### config.mk
export PLATFORM = sky130hd
export DESIGN_NAME = trace_debugger_stimuli_player
export DESIGN_NICKNAME = d
export VERILOG_FILES = /design/src/rtl/trace_debugger_stimuli_player.sv
export SDC_FILE = /design/constraint.sdc
export NUM_CORES = 2
export LEC_CHECK = 0
export CAP_MARGIN = 30
export CELL_PAD_IN_SITES_DETAIL_PLACEMENT = 0
export CELL_PAD_IN_SITES_GLOBAL_PLACEMENT = 1
export CORE_MARGIN = 2
export CORE_UTILIZATION = 35
export CTS_CLUSTER_DIAMETER = 200
export CTS_CLUSTER_SIZE = 28
export DETAILED_ROUTE_END_ITERATION = 16
export DONT_BUFFER_PORTS = 1
export PLACE_DENSITY = 0.64
export SKIP_LAST_GASP = 1
export SYNTH_ARGS = -nofsm -noshare
export SYNTH_HDL_FRONTEND = slang
export SYNTH_SLANG_ARGS = --single-unit
### constraint.sdc
create_clock -name clk_i -period 12.9 [get_ports clk_i]
set_clock_uncertainty 0.2 [all_clocks]
set_input_delay 2.58 -clock clk_i [delete_from_list [all_inputs] [get_ports clk_i]]
set_output_delay 2.58 -clock clk_i [all_outputs]
set_load 0.01 [all_outputs]
### src/rtl/trace_debugger_stimuli_player.sv
// Trace stimuli player: buffers trace samples in a FIFO and replays them
// onto the core-side trace interface with per-sample idle gaps and stall.
module trace_debugger_stimuli_player #(
  parameter int DEPTH = 16,
  parameter int GAPW  = 4
) (
  input  logic                     clk_i,
  input  logic                     rst_i,
  input  logic                     load_valid_i,
  output logic                     load_ready_o,
  input  logic [GAPW-1:0]          load_gap_i,
  input  logic                     load_exception_i,
  input  logic                     load_interrupt_i,
  input  logic [4:0]               load_cause_i,
  input  logic [31:0]              load_tval_i,
  input  logic [2:0]               load_priv_i,
  input  logic [31:0]              load_iaddr_i,
  input  logic [31:0]              load_instr_i,
  input  logic                     load_compressed_i,
  input  logic                     start_i,
  input  logic                     stop_i,
  input  logic                     stall_i,
  output logic                     ivalid_o,
  output logic                     iexception_o,
  output logic                     interrupt_o,
  output logic [4:0]               cause_o,
  output logic [31:0]              tval_o,
  output logic [2:0]               priv_o,
  output logic [31:0]              iaddr_o,
  output logic [31:0]              instr_o,
  output logic                     compressed_o,
  output logic                     busy_o,
  output logic                     underrun_o,
  output logic [15:0]              count_o,
  output logic [$clog2(DEPTH):0]   fill_o
);
  localparam int AW = $clog2(DEPTH);
  localparam logic [AW:0] FULL = (AW+1)'(DEPTH);

  typedef struct packed {
    logic        exception;
    logic        interrupt;
    logic [4:0]  cause;
    logic [31:0] tval;
    logic [2:0]  priv;
    logic [31:0] iaddr;
    logic [31:0] instr;
    logic        compressed;
  } sample_t;

  typedef struct packed {
    logic [GAPW-1:0] gap;
    sample_t         s;
  } entry_t;

  typedef enum logic {IDLE, RUN} state_t;

  entry_t          mem [DEPTH];
  entry_t          din;
  logic [AW-1:0]   wr_ptr;
  logic [AW-1:0]   rd_ptr;
  logic [AW:0]     fill;
  logic [GAPW-1:0] gap_cnt;
  state_t          state;
  sample_t         trace;
  logic            valid;
  logic [15:0]     count;
  logic            underrun;
  logic            push;
  logic            pop;
  logic            empty;
  logic            ripe;

  assign din = '{
    gap: load_gap_i,
    s: '{
      exception:  load_exception_i,
      interrupt:  load_interrupt_i,
      cause:      load_cause_i,
      tval:       load_tval_i,
      priv:       load_priv_i,
      iaddr:      load_iaddr_i,
      instr:      load_instr_i,
      compressed: load_compressed_i
    }
  };

  assign empty        = (fill == '0);
  assign load_ready_o = (fill != FULL);
  assign push         = load_valid_i && load_ready_o;
  assign ripe         = (gap_cnt >= mem[rd_ptr].gap);
  // Pop mirrors the emit branch of the RUN state below
  assign pop = (state == RUN) && !stop_i && !stall_i && !empty && ripe;

  always_ff @(posedge clk_i) begin
    if (push) mem[wr_ptr] <= din;
  end

  always_ff @(posedge clk_i or posedge rst_i) begin
    if (rst_i) begin
      wr_ptr <= '0;
      rd_ptr <= '0;
      fill   <= '0;
    end else begin
      if (push) wr_ptr <= wr_ptr + 1'b1;
      if (pop)  rd_ptr <= rd_ptr + 1'b1;
      unique case (1'b1)
        push && !pop: fill <= fill + 1'b1;
        pop && !push: fill <= fill - 1'b1;
        default: ;
      endcase
    end
  end

  always_ff @(posedge clk_i or posedge rst_i) begin
    if (rst_i) begin
      state    <= IDLE;
      gap_cnt  <= '0;
      valid    <= 1'b0;
      trace    <= '0;
      count    <= '0;
      underrun <= 1'b0;
    end else begin
      unique case (state)
        IDLE: begin
          valid <= 1'b0;
          trace <= '0;
          if (start_i && !stop_i) begin
            state    <= RUN;
            count    <= '0;
            underrun <= 1'b0;
            gap_cnt  <= '0;
          end
        end
        RUN: begin
          if (stop_i) begin
            state   <= IDLE;
            valid   <= 1'b0;
            trace   <= '0;
            gap_cnt <= '0;
          end else if (!stall_i) begin
            if (empty) begin
              valid    <= 1'b0;
              trace    <= '0;
              underrun <= 1'b1;
            end else if (!ripe) begin
              valid   <= 1'b0;
              trace   <= '0;
              gap_cnt <= gap_cnt + 1'b1;
            end else begin
              valid   <= 1'b1;
              trace   <= mem[rd_ptr].s;
              gap_cnt <= '0;
              count   <= count + 1'b1;
            end
          end
        end
      endcase
    end
  end

  assign ivalid_o     = valid;
  assign iexception_o = trace.exception;
  assign interrupt_o  = trace.interrupt;
  assign cause_o      = trace.cause;
  assign tval_o       = trace.tval;
  assign priv_o       = trace.priv;
  assign iaddr_o      = trace.iaddr;
  assign instr_o      = trace.instr;
  assign compressed_o = trace.compressed;
  assign busy_o       = (state == RUN);
  assign underrun_o   = underrun;
  assign count_o      = count;
  assign fill_o       = fill;
endmodule

# Word level (Yosys, flattened, before mapping)
# Memory sizes are Yosys's and may differ from the RTL's.
# Cells that the tools add are included.
[classes] n_addsub=6 order_cmp=1 eq_ne=9 mux=33 n_bitwise=1 reduce_logical=18
[ops] cell="107-bit 2-to-1 mux" count=4
[ops] cell="107-bit case mux with 2 select lines" count=1
[ops] cell="16-bit 2-to-1 mux" count=5
[ops] cell="16-bit case mux with 2 select lines" count=1
[ops] cell="4-bit 2-to-1 mux" count=5
[ops] cell="16-bit by 1-bit adder with 16-bit output, second input constant" count=1
[ops] cell="4-bit by 1-bit adder with 4-bit output, second input constant" count=3
[ops] cell="1-bit 2-to-1 mux" count=12
[ops] cell="5-bit case mux with 2 select lines" count=1
[ops] cell="1-bit logical AND" count=8
[ops] cell="2-bit inequality test, second input constant" count=4
[ops] cell="4-bit case mux with 2 select lines" count=1
[ops] cell="3-bit inequality test, second input constant" count=2
[ops] cell="1-bit case mux with 2 select lines" count=3
[ops] cell="5-bit by 1-bit adder with 5-bit output, second input constant" count=1
[ops] cell="1-bit logical NOT" count=5
[ops] cell="5-bit logical NOT" count=1
[ops] cell="5-bit inequality test, second input constant" count=1
[ops] cell="5-bit AND reduction" count=1
[ops] cell="5-bit by 1-bit subtractor with 5-bit output, second input constant" count=1
[ops] cell="4-bit >= comparator" count=1
[ops] cell="2-bit by 1-bit inequality test with 1-bit output, second input constant" count=2
[ops] cell="4-bit AND reduction" count=1
[ops] cell="3-bit AND reduction" count=1
[ops] cell="other kinds (2)" count=2
[totals] regBits=143 mem_bits_rw=1776 input_bits=117 out_inout_bits=132 elab_cells=85 memories=1
[mem_list] memory="mem" words=16 word_bits=111 read_ports=1 rd_ports_with_merged_regs=0 wr=1 line_no="58" text="entry_t mem [DEPTH];"

# Depth between registers and ports, before layout
[depth] word_depth=8 mapped_depth=20 depth_no_buf=15

# Least setup slack after synthesis
# No wires, ideal clock.
[synth_path] kind="in2reg" startpoint="input load_valid_i" endpoint="memory mem[3][0] (netlist bit) (enable)" setup_time_ps=717 arrival_time_ps=10625 path_slack_ps=1358 cell_stages=4 cell_sequence="and2_1 clkbuf_1 nand2_1 nor3_1"
[synth_via] elab_chain_len=3
[synth_lines] item="start: declaration" line_no="9" text="input logic load_valid_i,"
[synth_lines] item="1-bit logical AND" line_no="90" text="assign push = load_valid_i && load_ready_o;"
[synth_lines] item="1-bit 2-to-1 mux" line_no="96" text="if (push) mem[wr_ptr] <= din;"
[synth_lines] item="1-bit 2-to-1 mux (not written as such)" line_no="96"
[synth_lines] item="end: declaration" line_no="58"
# No other way between the ends.

# Worst setup path in the final report
[layout_path] startpoint="register rd_ptr[1]" endpoint="register rd_ptr[1]"
[layout_via] elab_chain_len=3 word_cells_on_any_way=4 classes_between="add/sub (1); order compare (1); reduce/logical (1); memory (1)"
[layout_lines] item="start: declaration" line_no="61" text="logic [AW-1:0] rd_ptr;"
[layout_lines] item="start signal: assignment" line_no="106" text="if (pop) rd_ptr <= rd_ptr + 1'b1;"
[layout_lines] item="memory read 16 x 111 bit"
[layout_lines] item="4-bit >= comparator" line_no="91" text="assign ripe = (gap_cnt >= mem[rd_ptr].gap);"
[layout_lines] item="1-bit logical AND" line_no="93" text="assign pop = (state == RUN) && !stop_i && !stall_i && !empty && ripe;"
# Parallel ways exist; a longest one is shown, timed or not.
# A chain may end at the register's enable or synchronous reset.

==> summary.md <==
| Metric | Value |
|---|---|
| Largest net degree at the start of global routing | `182` |
| Filler instances | `18500` |
| Finish-stage setup viols | `0` |
| Main synth FF type | `edfxtp_1` |
| Area contributors post-synth | `edfxtp_1 (73%), mux4_2 (10%), dfrtp_1 (4.9%), mux2i_1 (3.0%), o22ai_1 (1.8%)` |
| Slew headroom | `0.285` |
| Post-CTS Setup Inserts | `0` |
| Clock sink total | `1919` |
| RSZ-0062 raised after global routing | `no` |
| Crit path max fanout | `55` |
| GRT Residual Overflow | `0` |
| Routed len/inst | `27.4 µm` |
| Vias per inst | `roughly 5.3` |
| Largest family of logic cells by synthesized area | `multiplexers` |
| Maximum root-to-sink buffer count | `3` |
| # resized after CTS | `0` |
| # IOs | `roughly 250` |
| # DRC | `0` |
| CP endpoint kind | `flop` |
| Vias in the first global route | `around 34000` |
| DR iter-0 viols | `between 2000 and 3000` |
| Min Clock Period, post-route | `between 6 and 7 ns` |
| Root Buffer Master | `clkbuf_16` |
| Static Leak | `23.6 nW` |
| Hold_buf cts | `0` |
| Die ar. | `~210000 µm²` |
| GRT Total Usage | `0.161` |
| Die W | `between 400 and 500 µm` |
| WL final | `about 170000 µm` |
| Number of flops mapped to enable cells by yosys | `1776` |
| Worst IR Drop VDD | `161 µV` |
| Layout area overhead | `8.26%` |
| CP Data Required Time | `13.33 ns` |
| Mux contribution to synthesized area | `0.152` |
| Most common cell in the netlist | `edfxtp_1` |
| First-pass GRT wire length | `250000 µm` |
| Cell Area, Synth | `73200 µm²` |
| Cell count after synthesis | `roughly 3500` |
| Startpoint types | `flop` |
| Ys Warns | `0` |
| Final Cycle Share | `0.487` |
| Total Neg Setup Slack | `0 ns` |
| Std cell rows | `167` |
| Worst-Margin Slew | `1.07 ns` |
| Synth Net Count | `3655` |
| Seq cells post-synth | `1919` |
| TritonRoute pass-1 iters | `5` |
| Outcome | `finished clean` |
| Clock tree from TritonCTS | `built` |
| Num CTS Buffers | `78` |
| Die H | `461 µm` |
| Fin. Hold Viols | `0` |
| Async set-reset flop share out of synthesis | `0.0745` |
| Max-cap violations | `0` |
| Fmax | `159 MHz` |
| Initial antenna violation count | `3` |
| Cell Pwr Density | `between 150 and 200 nW/µm²` |
| Area after DPL | `around 77000 µm²` |
| Clk_lat worst skew | `0.74 ns` |
| Sequential element share of the synthesized area | `0.777` |
| Final ANT Viol Nets | `0` |
| Final HPWL from detailed placement | `90500 µm` |
| H-tree Lvls | `3` |
| Initial core utilization | `0.353` |
| Clock slew at reported path FFs | `0.12 ns` |
| Core area | `207000 µm²` |
| Synth Area in Compound Gates | `0.0349` |
| IO Port Bufs | `0` |
| Post-route cell area | `just under 80000 µm²` |
| Top cells by count, synth | `edfxtp_1 (1776), mux4_2 (341), nand2_1 (241), mux2i_1 (219), o22ai_1 (214)` |
| Arrival time worst endpoint | `6.71 ns` |
| Slew Limit Fails | `0` |
| Synth top area share | `0.729` |
| Final #Nets | `3586` |
| Simple-Gate Fraction of Synth Area | `0.0189` |
| Class of the worst hold path | `reg -> reg` |
| Post-Synth XOR/XNOR Area | `0.00179` |
| Routed vias | `33500` |
| Ratio of cells with drive above 1 in the final layout | `0.182` |
| Count of cell types in the netlist | `51` |
| Crit Path Class | `reg -> reg` |
| Synthesized area per cell | `20.8 µm²` |
| Synth Area in Adders | `0.00239` |
| Largest area contributor in the netlist | `edfxtp_1` |
| Final Wtd Congestion | `0.717` |
where the power goes:
part	internal (mW)	total, mW	switching [mW]
combinational	0.528	1.63	1.10
clock	1.24	3.10	1.86
sequential	7.39	7.59	0.197
total	9.16	12.3	3.16
metal layers:
layer / track usage / up-vias / share of wire
met5: 0 / - / 0
met4: 0.0313 / 0 / 0.015
met3: 0.0415 / 113 / 0.074
met2: 0.256 / 727 / 0.47
met1: 0.224 / 18300 / 0.44
li1: - / 14300 / -
placed cells by master (no fill, tap or decap), types with 7 or more instances in the layout:
cell type  Yosys  final
a21oi_1       12     12
a22o_1       107    107
buf_12         0     22
buf_16         0     10
buf_4          2     29
clkbuf_1      99     60
clkbuf_16      0     83
dfrtp_1      143    139
edfxtp_1    1776   1776
ha_1          14     14
inv_1         11     10
mux2_2       109    109
mux2i_1      219    219
mux4_2       341    341
nand2_1      241    241
nand3_1        7      7
nor2_1        24     11
nor2_4         0     13
o21ai_0        8      8
o22ai_1      214    214
or2_2          7      7
xnor2_1       11     11
worst max-delay path, cell delays in order (launching register included):
cell and delay (ns):
dfrtp_4 0.90, buf_4 0.72, buf_4 0.28, buf_16 0.33
mux4_2 0.36, mux4_2 0.54, ha_1 0.31, nand2b_1 0.11
a2111o_1 0.25, nor4bb_4 0.40, buf_4 0.48, buf_12 0.27
buf_4 0.51, mux2_2 0.40
metrics by stage:
| stage | cells | power [mW] | setup WS (ns) | util | hold slack, ns |
|---|---|---|---|---|---|
| 6_report | 6311 | 12.3 | 6.62 | 0.382 | 0.370 |
| 5_1_grt | 6310 | 12.8 | 6.24 | 0.382 | 0.408 |
| 4_1_cts | 6304 | 12.5 | 5.94 | 0.381 | 0.375 |
| 3_5_place_dp | 6158 | 9.41 | 5.96 | 0.370 | 0.349 |
| 3_3_place_gp | 6147 | 9.37 | 6.03 | 0.369 | 0.352 |
| 2_1_floorplan | 3524 | 8.76 | 1.36 | - | 0.316 |
cells by family (layout without fill, tap and decap cells):
| kind of cell | after synthesis | after routing |
|---|---|---|
| AOI/OAI and AO/OA | 363 | 363 |
| and+or+nand+nor | 322 | 322 |
| xor gates and xnor gates | 15 | 15 |
| buffers and inverters | 222 | 219 |
| adders and majority gates | 14 | 14 |
| muxes | 669 | 669 |
| DFF | 1919 | 1919 |
| other | 0 | 2 |
layout make-up:
class,count,area [µm²],share of cell area
antenna,2,5.00,0.0000632
clock buffer,143,2300,0.0290
clock inverter,3,48.8,0.000616
inverter,11,48.8,0.000616
multi-input combinational,1383,15500,0.195
sequential,1919,56900,0.718
tap,2788,3490,0.0440
timing repair buffer,62,945,0.0119
worst paths after layout:
path                                  from          end  slack, ns  depth (start not counted)
worst max register to register   rd_ptr[1]    rd_ptr[1]       6.62                         13
min in group asynchronous            rst_i   tval_o[16]       1.60                          1
worst max-delay path             rd_ptr[1]    rd_ptr[1]       6.62                         13
max in group asynchronous            rst_i  iaddr_o[25]       9.59                          3
worst min register to register  gap_cnt[3]   gap_cnt[3]       0.37                          2
worst min-delay path            gap_cnt[3]   gap_cnt[3]       0.37                          2
state kept, by name, indices dropped and copies added, names as in the netlist, 4 cells and up:
register	count
mem	1776
iaddr_o	32
instr_o	32
tval_o	32
count_o	16
cause_o	5
fill_o	5
gap_cnt	4
rd_ptr	4
wr_ptr	4
No activity file was read; power rests on OpenSTA's default activity.
